## config.mk

```make
export PLATFORM = sky130hd
export DESIGN_NAME = dcache_mem_ctrl
export DESIGN_NICKNAME = d
export VERILOG_FILES = /design/src/rtl/dcache_pkg.sv /design/src/rtl/dcache_mem_ctrl_line_word_counter.sv /design/src/rtl/dcache_mem_ctrl.sv
export SDC_FILE = /design/constraint.sdc
export NUM_CORES = 1
export LEC_CHECK = 0
export ABC_AREA = 0
export BUFFER_PORTS_ARGS = -buffer_cell sky130_fd_sc_hd__buf_2
export CORE_MARGIN = 4
export CORE_UTILIZATION = 39
export CTS_BUF_LIST = sky130_fd_sc_hd__clkbuf_2 sky130_fd_sc_hd__clkbuf_4 sky130_fd_sc_hd__clkbuf_8
export CTS_CLUSTER_DIAMETER = 150
export CTS_CLUSTER_SIZE = 40
export DETAILED_ROUTE_END_ITERATION = 8
export PLACE_DENSITY = 0.81
export SKIP_LAST_GASP = 1
export SLEW_MARGIN = 20
export SYNTH_ARGS = -nofsm -noshare
export SYNTH_HDL_FRONTEND = slang
export SYNTH_HIERARCHICAL = 1
export SYNTH_SLANG_ARGS = --single-unit
```

## constraint.sdc

```tcl
create_clock -name CLK -period 1.92 [get_ports CLK]
set_clock_uncertainty 0.15 [all_clocks]
set_input_delay 0.096 -clock CLK [delete_from_list [all_inputs] [get_ports CLK]]
set_output_delay 0.096 -clock CLK [all_outputs]
set_load 0.01 [all_outputs]
```

## src/rtl/dcache_pkg.sv

```systemverilog
// Shared definitions for the data-cache memory sequencer, cache FSM and data array.
package dcache_pkg;

  localparam int DEF_WORDS_PER_LINE = 8;
  localparam int DEF_IDX_W          = $clog2(DEF_WORDS_PER_LINE);
  localparam int DEF_OFF            = DEF_IDX_W + 2;

  typedef enum logic [1:0] {
    IDLE = 2'd0,
    WB   = 2'd1,
    FILL = 2'd2,
    DONE = 2'd3
  } state_t;

  // Byte-offset width of a line holding the given number of 32-bit words.
  function automatic int line_off(input int words);
    return $clog2(words) + 2;
  endfunction

endpackage

```

## src/rtl/dcache_mem_ctrl_line_word_counter.sv

```systemverilog
// Word index within the cache line being burst; clear wins over advance.
module line_word_counter
  import dcache_pkg::*;
#(
  parameter int WORDS_PER_LINE = DEF_WORDS_PER_LINE,
  localparam int IDX_W = $clog2(WORDS_PER_LINE)
) (
  input  logic             CLK,
  input  logic             RST,
  input  logic             clear,
  input  logic             advance,
  output logic [IDX_W-1:0] count,
  output logic             last
);

  logic [IDX_W-1:0] count_reg;

  always_ff @(posedge CLK or negedge RST) begin
    if (!RST) begin
      count_reg <= '0;
    end else if (clear) begin
      count_reg <= '0;
    end else if (advance) begin
      count_reg <= count_reg + 1'b1;
    end
  end

  assign count = count_reg;
  assign last  = (count_reg == IDX_W'(WORDS_PER_LINE - 1));

endmodule

```

## src/rtl/dcache_mem_ctrl.sv

```systemverilog
// Bursts a dirty victim line out to memory and/or a missed line in from memory,
// one word per mem_ready, then pulses done back to the cache FSM.
module dcache_mem_ctrl
  import dcache_pkg::*;
#(
  parameter int WORDS_PER_LINE = DEF_WORDS_PER_LINE,
  parameter int ADDR_W         = 32,
  parameter int DATA_W         = 32,
  localparam int IDX_W = $clog2(WORDS_PER_LINE)
) (
  input  logic              CLK,
  input  logic              RST,
  input  logic              req_valid,
  input  logic              req_wb,
  input  logic              req_fill,
  input  logic [ADDR_W-1:0] victim_addr,
  input  logic [ADDR_W-1:0] fill_addr,
  output logic              busy,
  output logic              done,
  output logic              fill_we,
  output logic [IDX_W-1:0]  fill_idx,
  output logic [DATA_W-1:0] fill_data,
  output logic [IDX_W-1:0]  wb_idx,
  input  logic [DATA_W-1:0] wb_data,
  output logic [ADDR_W-1:0] mem_addr,
  output logic              mem_re,
  output logic              mem_we,
  output logic [DATA_W-1:0] mem_wdata,
  input  logic [DATA_W-1:0] mem_rdata,
  input  logic              mem_ready
);

  localparam int OFF    = line_off(WORDS_PER_LINE);
  localparam int BASE_W = ADDR_W - OFF;

  state_t            state_reg, state_next;
  logic [BASE_W-1:0] victim_base_reg, fill_base_reg;
  logic              fill_pend_reg;
  logic              accept;
  logic              cnt_clear, cnt_advance, cnt_last;
  logic [IDX_W-1:0]  cnt;

  line_word_counter #(
    .WORDS_PER_LINE(WORDS_PER_LINE)
  ) u_counter (
    .CLK    (CLK),
    .RST    (RST),
    .clear  (cnt_clear),
    .advance(cnt_advance),
    .count  (cnt),
    .last   (cnt_last)
  );

  always_ff @(posedge CLK or negedge RST) begin
    if (!RST) begin
      state_reg       <= IDLE;
      victim_base_reg <= '0;
      fill_base_reg   <= '0;
      fill_pend_reg   <= 1'b0;
    end else begin
      state_reg <= state_next;
      if (accept) begin
        victim_base_reg <= victim_addr[ADDR_W-1:OFF];
        fill_base_reg   <= fill_addr[ADDR_W-1:OFF];
        fill_pend_reg   <= req_fill;
      end
    end
  end

  // Outputs decode straight from state so an async reset drops them immediately.
  always_comb begin
    state_next  = state_reg;
    accept      = 1'b0;
    cnt_clear   = 1'b0;
    cnt_advance = 1'b0;
    busy        = 1'b1;
    done        = 1'b0;
    fill_we     = 1'b0;
    fill_data   = '0;
    mem_re      = 1'b0;
    mem_we      = 1'b0;
    mem_addr    = '0;
    mem_wdata   = '0;
    case (state_reg)
      IDLE: begin
        busy = 1'b0;
        if (req_valid) begin
          accept    = 1'b1;
          cnt_clear = 1'b1;
          if (req_wb)        state_next = WB;
          else if (req_fill) state_next = FILL;
          else               state_next = DONE;
        end
      end
      WB: begin
        mem_we    = 1'b1;
        mem_addr  = {victim_base_reg, cnt, 2'b00};
        mem_wdata = wb_data;
        if (mem_ready) begin
          cnt_advance = 1'b1;
          if (cnt_last) begin
            cnt_clear  = 1'b1;
            state_next = fill_pend_reg ? FILL : DONE;
          end
        end
      end
      FILL: begin
        mem_re   = 1'b1;
        mem_addr = {fill_base_reg, cnt, 2'b00};
        if (mem_ready) begin
          fill_we     = 1'b1;
          fill_data   = mem_rdata;
          cnt_advance = 1'b1;
          if (cnt_last) begin
            cnt_clear  = 1'b1;
            state_next = DONE;
          end
        end
      end
      DONE: begin
        done       = 1'b1;
        state_next = IDLE;
      end
      default: begin
        busy       = 1'b0;
        state_next = IDLE;
      end
    endcase
  end

  assign fill_idx = cnt;
  assign wb_idx   = cnt;

endmodule

```

==> results of run 1 <==
==> repair_timing <==
item / 4_1_cts / 5_1_grt
setup endpoints to repair: 68 / 42
endpoints found under the hold margin: 85 / 0
cloned: 1 / 0
hold buffers: 57 / 0
gates resized for setup: 15 / 37
buffers inserted: 3 / 2
==> power by group through the flow <==
stage	combinational, µW	sequential (µW)	clock [µW]
2_1_floorplan	3040	2220	0
3_3_place_gp	4310	2280	0
3_5_place_dp	4440	2330	0
4_1_cts	4840	2340	1150
5_1_grt	5690	2480	1210
6_report	5310	2410	1130
==> layout make-up <==
cell class | instances | area (µm²)
repair buffers | 303 | 1971
flip-flops and latches | 60 | 1504
clock inverters | 4 | 50.05
inverters | 3 | 18.77
well taps | 108 | 135.1
multi-input cells | 209 | 1978
clock buffers | 11 | 145.1
fillers | 626 | 2959
diodes | 1 | 2.502
==> per-layer routing <==
| layer | global-route usage | part of all wire | vias up |
|---|---|---|---|
| li1 | - | - | 1609 |
| met3 | 0.04060 | 0.068 | 32 |
| met2 | 0.4248 | 0.56 | 167 |
| met1 | 0.2147 | 0.34 | 1660 |
| met5 | 0 | 0 | - |
| met4 | 0.1006 | 0.028 | 0 |
==> cell usage in the layout (no fill, tap or decap), types with 2 or more instances in the layout <==
master,synthesis,layout
mux2i_1,4,4
and2_1,37,37
dfrtp_1,60,58
nor2_1,4,4
nand2_1,3,2
nor2b_2,0,13
dlygate4sd3_1,0,57
ha_1,9,6
buf_2,8,228
mux2_4,39,39
nor2b_1,29,15
buf_4,6,8
dfrtp_2,0,2
and3_1,32,32
clkinvlp_4,0,2
a22oi_1,27,12
mux2_2,16,16
clkbuf_8,0,10
ha_4,0,3
a22oi_2,0,15
buf_12,0,7
conb_1,1,2
==> worst paths after layout <==
check / from / end / slack [ns]
setup / recovery: state_reg[0] / mem_addr[12] / 0.02
hold / removal: RST / fill_base_reg[22] / 0.08
setup reg to reg: state_reg[0] / u_counter/count[2] / 0.12
hold reg to reg: victim_base_reg[21] / victim_base_reg[21] / 0.36
max in group asynchronous: RST / state_reg[0] / 0.87
min in group CLK: req_valid / state_reg[0] / 0.12
==> critical path: stages (launching register included) <==
cell and delay [ns]:
dfrtp_2 0.44, clkinv_4 0.11, ha_4 0.32, buf_8 0.15
nor2b_1 0.16, buf_2 0.15
==> kinds of logic (layout without fill, tap and decap cells) <==
family	count (synthesis)	count (layout)	share of synthesized area
adder cells (fa/ha/maj)	9	9	0.03204
other	1	3	0.001067
buffers and inverters	34	321	0.05660
XOR/XNOR	1	1	0.002492
AND/OR/NAND/NOR	106	106	0.1840
AO/OA/AOI/OAI	32	32	0.06728
flip-flops	60	60	0.4272
multiplexers	59	59	0.2293
==> metrics by stage <==
stage          power (µW)  area [µm²]  instances    util  hold WS (ns)
5_1_grt              9379        5804        699  0.6623        0.1250
3_3_place_gp         6586        4760        620  0.5431      -0.08654
2_1_floorplan        5261        3518        303       -       -0.3496
4_1_cts              8332        5642        696  0.6438       0.07885
6_report             8845        5804        699  0.6623       0.08456
3_5_place_dp         6771        4760        620  0.5431      -0.08733
==> summary.md, run 1 <==
| Metric | Value |
|---|---|
| Status | completed |
| Post-synth top area share | 0.4272 |
| Int Power | 5505 µW |
| Sequential-to-total area share from yosys stat | 0.4272 |
| Number of synthesized flops with an enable pin | 0 |
| Synth unique cells | 25 |
| Setup total negative slack | 0 ns |
| Final WL | 12,360 µm |
| Starting density of the core | 0.4011 |
| Fin. Hold Viols | 0 |
| Placer Congestion | 0.7374 |
| Top cells by count, synth | dfrtp_1 (60), mux2_4 (39), and2_1 (37) |
| Layout cell share with drive strength beyond 1 | 0.5983 |
| Fin worst setup slack | 0.02066 ns |
| First-pass GRT wire length | 17,450 µm |
| Die width | 102.9 µm |
| GR Overflow Total | 0 |
| HP Class | in2async |
| Skew-Pair Late Insertion Delay | 0.33 ns |
| I/O pins | 241 |
| Die footprint | 0.01059 mm² |
| Initial DRC Count | 93 |
| Avg Synthesized Cell Area | 11.64 µm² |
| Total CTS buffers | 9 |
| Total Routing Usage GR | 0.2160 |
| Yosys Warn Count | 6 |
| Worst EP required | 1.67 ns |
| Combinational share of power | 0.600 |
| CTS clk-pin slew, worst paths | 0.07 ns |
| Maximum number of pins on one net before global-route repair | 35 |
| Fmax achieved | 0.5265 GHz |
| Post-route ant nets | 0 |
| Cells after Synth | 302 |
| Vias per inst | 4.961 |
| H-tree levels | 3 |
| Longest Clk Path Bufs | 2 |
| CTS tree | done |
| # setup viols final | 0 |
| RSZ-0062 raised after global routing | true |
| P&R area growth vs syn | 65.15% |
| Remaining DRCs | 0 |
| Switching power | 3340 µW |
| Kind of critical path | reg2out |
| Yosys top cell by area | dfrtp_1 |
| Avg WL per Cell | 17.69 µm |
| Die height | 102.9 µm |
| Sequential share of power | 0.273 |
| I/O Buffers | 228 |
| Clk pwr share | 0.128 |
| Clk sink count | 60 |
| Dpl ws | 0.1337 ns |
| Register bit count reported by yosys | 60 |
| Netlist Area Pre-Place | 0.003515 mm² |
| Tcrit/Tclk final | 0.9892 |
| Data arrival time of the critical path | 1.65 ns |
| DR pass1 iterations | 4 |
| Initial antenna violation count | 1 |
| CP Max Fanout | 15 |
| Sw Share | 0.3776 |
| Max-cap violations | 0 |
| Lkg Pwr | 0.003195 µW |
| Fin crit period | 1.899 ns |
| HPWL Detailed | 8443 µm |
| Largest cells by area after synthesis | dfrtp_1 (43%), mux2_4 (17%), and2_1 (6.6%), a22oi_1 (5.8%), and3_1 (5.7%) |
| Post-synthesis async set-or-reset flop share | 1.000 |
| Final nets | 729 |
| CP startpoint kind | register |
| FP Rows | 34 |
| Vias in the first global route | 3,591 |
| DR vias | 3,468 |
| Endpoint type of the worst setup path | primary output |
| Core region area | 0.008763 mm² |
| Final Slew Violations | 0 |
| Power per cell area | 1524 mW/mm² |
| R2R depth | 6 |
| CTS root buffer | clkbuf_8 |
| Most common cell in the netlist | dfrtp_1 |
| Peak supply drop | 0.8076 mV |
| Main flop type after synthesis | dfrtp_1 |
No activity file was read; power rests on OpenSTA's default activity.
==> run 2, diff against run 1 <==
- CORE_UTILIZATION: 39 -> 38
- PLACE_DENSITY: 0.81 -> 0.8
- SYNTH_HIERARCHICAL: 1 -> unset
==> run 2 against run 1 <==
  * Wire length rose by 11%
  * The run now ends with setup timing left
  * Sequential share of layout area shrank 1.9 points
  * Design area is 7.7% higher
  * Critical endpoint is now mem_addr[26]
==> summary.md, run 2 <==
| Metric | Value |
|---|---|
| Final std cells w/o fill | 716 (+2.4%) |
| Data arrival time of the critical path | 1.77 ns (+0.12 ns) |
| Sequential-to-total area share from yosys stat | 0.4425 (+0.01528) |
| Initial antenna violation count | 0 (-1) |
| Longest Clk Path Bufs | 2 (unchanged) |
| Final hold slack | 0.08840 ns (+0.003837 ns) |
| Status | finished, violations left |
| Crit Reg-Reg Endpoint | state_reg[1] |
| Die width | 102.5 µm (-0.42%) |
| First-pass GRT wire length | 18,070 µm (+3.6%) |
| Hold path start | req_valid |
| Max-cap violations | 0 (unchanged) |
| Total Routing Usage GR | 0.2243 (+0.008320) |
| CTS tree | done |
| Skew-Pair Late Insertion Delay | 0.32 ns (about the same) |
| Tcrit/Tclk final | 1.052 (+0.06232) |
| Power per cell area | 1616 mW/mm² (+6.1%) |
| Filler cells | 591 (-5.6%) |
| Placer Congestion | 0.8431 (+14%) |
| Clk sink count | 60 (unchanged) |
| DR vias | 3,577 (+3.1%) |
| Core region area | 0.008721 mm² (-0.49%) |
| Largest cells by area after synthesis | dfrtp_1 (44%), mux2_4 (13%), mux2_2 (9.0%), and2_1 (6.8%), a22oi_1 (6.0%) |
| Final nets | 743 (+1.9%) |
| Worst Hold End | state_reg[0] |
| CTS clk-pin slew, worst paths | 0.07 ns (about the same) |
| RR Startpoint | u_counter.count[0] |
| Top cells by count, synth | dfrtp_1 (60), and2_1 (37), and3_1 (32) |
| Vias in the first global route | 3,595 (+0.11%) |
| Final WL | 13,670 µm (+11%) |
| Worst EP required | 1.67 ns (about the same) |
| Cells after Synth | 305 (+0.99%) |
| Peak supply drop | 0.8450 mV (+4.6%) |
| Most common cell in the netlist | dfrtp_1 |
| Die footprint | 0.01051 mm² (-0.84%) |
| HPWL Detailed | 7795 µm (-7.7%) |
| Final Slew Violations | 0 (unchanged) |
| Total CTS buffers | 9 (unchanged) |
| HP Class | in2reg |
| Vias per inst | 4.996 (+0.69%) |
| Initial DRC Count | 154 (+66%) |
| Failing checks | setup timing |
| R2R depth | 5 (-1) |
| # setup viols final | 68 (+68) |
| Avg WL per Cell | 19.09 µm (+7.9%) |
| Netlist Area Pre-Place | 0.003393 mm² (-3.5%) |
| Starting density of the core | 0.3891 (-0.01196) |
| Layout cell share with drive strength beyond 1 | 0.6491 (+0.05079) |
| DR pass1 iterations | 4 (unchanged) |
| Hold path depth | 3 |
| CP Max Fanout | 10 (-5) |
| Fin. Hold Viols | 0 (unchanged) |
| I/O Buffers | 228 (unchanged) |
| CTS root buffer | clkbuf_8 |
| Synth unique cells | 23 (-8.0%) |
| H-tree levels | 3 (unchanged) |
| Fmax achieved | 0.4953 GHz (-5.9%) |
| Number of synthesized flops with an enable pin | 0 (unchanged) |
| Main flop type after synthesis | dfrtp_1 |
| Lkg Pwr | 0.003277 µW (+2.6%) |
| Post-synthesis async set-or-reset flop share | 1.000 (unchanged) |
| Remaining DRCs | 0 (unchanged) |
| CP startpoint kind | register |
| Yosys Warn Count | 0 (-6) |
| Maximum number of pins on one net before global-route repair | 61 (+74%) |
| Commonest cells after routing, fill and taps aside | buf_2 (202), dfrtp_1 (60), dlygate4sd3_1 (57), buf_6 (32), mux2_4 (29) |
| Post-synth top area share | 0.4425 (+0.01528) |
| P&R area growth vs syn | 84.18% |
| Commonest non-fill, non-tap cell in the layout | buf_2 |
| Post-route ant nets | 0 (unchanged) |
| Kind of critical path | reg2out |
| I/O pins | 241 (unchanged) |
| Register bit count reported by yosys | 60 (unchanged) |
| Setup total negative slack | -1.544 ns (-1.544 ns) |
| Fin worst setup slack | -0.09900 ns (-0.1197 ns) |
| FP Rows | 34 (unchanged) |
| Fin crit period | 2.019 ns (+0.1197 ns) |
| Fin area | 0.006250 mm² (+7.7%) |
| RSZ-0062 raised after global routing | true |
| GR Overflow Total | 0 (unchanged) |
| Die height | 102.5 µm (-0.42%) |
| R2R Setup Slk | 0.09 ns (-0.03 ns) |
| Endpoint type of the worst setup path | primary output |
| Core Util, Final | 0.7166 (+0.05431) |
| Yosys top cell by area | dfrtp_1 |
| Avg Synthesized Cell Area | 11.13 µm² (-4.4%) |
| DP Area | 0.004624 mm² (-2.8%) |
| Placed insts | 620 (unchanged) |
==> run 2: area by class of cell <==
cell class              instances  area, µm²  area share
clock buffers                  10      131.4     0.02102
inverters                       4      18.77    0.003003
well taps                     108      135.1     0.02162
clock inverters                 6      63.81     0.01021
flip-flops and latches         60       1501      0.2402
repair buffers                317       2417      0.3868
multi-input cells             210       1979      0.3167
diodes                          1      2.502   0.0004004
==> run 2: timing repair <==
| action | CTS | global route |
|---|---|---|
| endpoints found under the setup margin | 70 | 92 |
| pin swaps | 5 | 4 |
| gates cloned | 4 | 8 |
| setup buffers | 6 | 4 |
| gates resized for setup | 42 | 76 |
| hold endpoints to repair | 116 | 0 |
| hold buffers | 57 | 0 |
==> run 2: logic make-up after synthesis <==
group / Yosys count / synth area share
other: 1 / 0.001105
AND/OR/NAND/NOR: 109 / 0.1740
buffers and inverters: 36 / 0.05936
multiplexers: 58 / 0.2238
AO/OA/AOI/OAI: 33 / 0.07080
adder cells (fa/ha/maj): 7 / 0.02581
flip-flops: 60 / 0.4425
XOR/XNOR: 1 / 0.002582
==> run 2: stage by stage <==
step / power, µW / worst slack (ns)
after global placement: 6366 / 0.1792
final: 10100 / -0.09900
after detailed placement: 6520 / 0.1106
after global routing: 10690 / -0.1903
after CTS: 8932 / -0.05406
after floorplan: 5072 / 0.1862
==> run 2: per-layer routing <==
metal	vias up	share of wire	global-route usage
met5	-	0	0
met4	0	0.020	0.07164
met3	21	0.079	0.05210
met2	187	0.53	0.4136
met1	1718	0.37	0.2549
li1	1651	-	-
==> run 2: worst max-delay path: stages, from the launching register on <==
cell	delay, ns
dfrtp_1	0.40
inv_2	0.10
buf_6	0.11
ha_4	0.21
buf_4	0.23
a22oi_1	0.10
nor2_1	0.13
buf_2	0.16
==> run 2: worst max path at each step <==
| stage | from | to | slack (ns) | cells past startpoint |
|---|---|---|---|---|
| floorplan | u_counter.count[0] | state_reg[1] | 0.19 | 5 |
| global placement | u_counter.count[0] | state_reg[1] | 0.18 | 5 |
| detailed placement | u_counter.count[0] | state_reg[1] | 0.11 | 5 |
| CTS | state_reg[0] | mem_addr[15] | -0.05 | 7 |
| global route | state_reg[1] | mem_addr[26] | -0.19 | 7 |
| finish | state_reg[1] | mem_addr[26] | -0.1 | 7 |
==> run 2: where the power goes <==
part,leakage [µW],switching (µW),internal (µW)
logic,0.00247,2990,3610
registers,0.000713,451,1920
clock network,0.0000961,514,614
==> run 3, diff against run 2 <==
- clock period: 1.92 -> 1.71 ns (I/O delays scaled with it)
==> run 3 against run 2 <==
  * The flow still finishes with violations (setup timing)
  * Clock-buffer cell count unchanged
  * Non-clock buffer count down 4
  * Wire length down 7.8%
  * Sequential share of layout area up 1.3 points
  * Power down 1.2%
  * Clock power about the same
  * Global-route usage up 0.36 points
  * Design area down 5.0%
  * Die area unchanged
  * First-iteration DRC count down 36%
  * Worst setup slack worse by 0.066 ns
  * Largest cell class unchanged
  * Cell count down 0.84%
==> summary.md, run 3 (synthesis results as in run 2) <==
| Metric | Value |
|---|---|
| Starting density of the core | 0.3891 (unchanged) |
| # setup viols final | 96 (+41%) |
| Die footprint | 0.01051 mm² (unchanged) |
| Clk sink count | 60 (unchanged) |
| CTS tree | done |
| Hold path start | req_valid |
| Failing checks | setup timing |
| HP Class | in2reg |
| I/O pins | 241 (unchanged) |
| Fin. Hold Viols | 0 (unchanged) |
| Endpoint type of the worst setup path | primary output |
| Final Slew Violations | 0 (unchanged) |
| Placed insts | 624 (+0.65%) |
| Remaining DRCs | 0 (unchanged) |
| Switching power | 3884 µW (-1.8%) |
| Clk pwr share | 0.111 (about the same) |
| Die height | 102.5 µm (unchanged) |
| Worst EP required | 1.47 ns (-0.20 ns) |
| Fmax achieved | 0.5333 GHz |
| Vias per inst | 4.990 (-0.11%) |
| Core region area | 0.008721 mm² (unchanged) |
| Commonest cells after routing, fill and taps aside | buf_2 (212), dfrtp_1 (59), dlygate4sd3_1 (57), and2_1 (35), mux2_4 (29) |
| CP startpoint kind | register |
| Fin worst setup slack | -0.1650 ns (-0.06598 ns) |
| Initial DRC Count | 99 (-36%) |
| Longest Clk Path Bufs | 2 (unchanged) |
| Avg WL per Cell | 17.75 µm (-7.0%) |
| Final WL | 12,610 µm (-7.8%) |
| CTS root buffer | clkbuf_8 |
| Filler cells | 650 (+10%) |
| Fin crit period | 1.875 ns |
| CP startpoint | state_reg[0] |
| Vias in the first global route | 3,685 (+2.5%) |
| CTS clk-pin slew, worst paths | 0.06 ns (about the same) |
| Lkg Pwr | 0.003187 µW (-2.7%) |
| Layout cell share with drive strength beyond 1 | 0.6030 (-0.04610) |
| RSZ-0062 raised after global routing | true |
| Antenna diodes | 0 (-1) |
| Post-route ant nets | 0 (unchanged) |
| Fin area | 0.005934 mm² (-5.0%) |
| Final nets | 739 (-0.54%) |
| DR vias | 3,543 (-0.95%) |
| Setup total negative slack | -8.778 ns (-7.234 ns) |
| Sequential share of power | 0.262 (+0.027) |
| Tcrit/Tclk final | 1.096 |
| Data arrival time of the critical path | 1.64 ns (-0.13 ns) |
| FP Rows | 34 (unchanged) |
| Sw Share | 0.3892 (-0.002410) |
| Total CTS buffers | 9 (unchanged) |
| Placer Congestion | 0.8249 (-2.2%) |
| RR Startpoint | state_reg[0] |
| Max-cap violations | 0 (unchanged) |
| I/O Buffers | 228 (unchanged) |
| Die width | 102.5 µm (unchanged) |
| Total Routing Usage GR | 0.2280 (+0.003624) |
| First-pass GRT wire length | 18,330 µm (+1.4%) |
| Combinational share of power | 0.627 (-0.027) |
| Commonest non-fill, non-tap cell in the layout | buf_2 |
| Int Power | 6095 µW (-0.82%) |
| Peak supply drop | 0.8062 mV (-4.6%) |
| CP Max Fanout | 20 (+10) |
| Kind of critical path | reg2out |
| Initial antenna violation count | 0 (unchanged) |
| P&R area growth vs syn | 74.89% |
| DR pass1 iterations | 4 (unchanged) |
| Skew-Pair Late Insertion Delay | 0.33 ns (about the same) |
| Maximum number of pins on one net before global-route repair | 61 (unchanged) |
| DP Area | 0.004686 mm² (+1.3%) |
| Status | finished, violations left |
| Final std cells w/o fill | 710 (-0.84%) |
| Final hold slack | 0.07960 ns (-0.008797 ns) |
| GR Overflow Total | 0 (unchanged) |
| Power per cell area | 1681 mW/mm² (+4.0%) |
| H-tree levels | 3 (unchanged) |
| HPWL Detailed | 7751 µm (-0.56%) |
## run 3: metal layers
metal / vias up / wire [µm] / global-route usage
li1: 1639 / - / -
met5: - / 0 / 0
met4: 0 / 374 / 0.1130
met2: 171 / 6483 / 0.4047
met1: 1705 / 4832 / 0.2577
met3: 28 / 916 / 0.04939
## run 3: per-stage QoR
step | setup slack (ns) | power, µW | util
2_1_floorplan | 0.002983 | 5700 | -
3_3_place_gp | 0.06056 | 7305 | 0.5373
3_5_place_dp | 0.02203 | 7496 | 0.5373
4_1_cts | -0.1417 | 9625 | 0.6581
5_1_grt | -0.2194 | 10610 | 0.6805
6_report | -0.1650 | 9979 | 0.6805
## run 3: worst paths after layout
kind / to / slack, ns / cells after the start
worst max-delay path: mem_addr[26] / -0.16 / 6
worst min-delay path: state_reg[0] / 0.08 / 3
worst max register to register: state_reg[1] / -0.02 / 5
worst min register to register: fill_pend_reg / 0.36 / 1
max in group asynchronous: u_counter.count[0] / 0.98 / 3
min in group asynchronous: fill_base_reg[22] / 0.14 / 3
## run 3: power groups by stage
stage	Clock (µW)	Combinational (µW)	Sequential, µW
after floorplan	0	3220	2480
after global placement	0	4770	2530
after detailed placement	0	4910	2590
after CTS	1140	5900	2590
after global routing	1210	6710	2690
final	1110	6260	2610
## run 3: area by class of cell
type	count	area, µm²	share of cell area
clock buffers	10	137.6	0.02319
clock inverters	5	28.78	0.004849
inverters	4	15.01	0.002530
multi-input cells	210	1862	0.3137
flip-flops and latches	60	1503	0.2532
well taps	108	135.1	0.02277
repair buffers	313	2253	0.3797
## run 3: timing repair
| item | in CTS | in global routing |
|---|---|---|
| resized for setup | 30 | 30 |
| buffers inserted | 7 | 1 |
| pin swaps | 0 | 1 |
| endpoints found under the hold margin | 116 | 0 |
| cloned | 5 | 1 |
| hold buffers | 57 | 0 |
| endpoints found under the setup margin | 97 | 96 |
## run 3: worst max-delay path, stage by stage (launching register included)
cell and delay [ns]:
dfrtp_1 0.39, inv_2 0.13, ha_4 0.21, buf_12 0.17, a22oi_1 0.10, nor2_1 0.13, buf_2 0.16
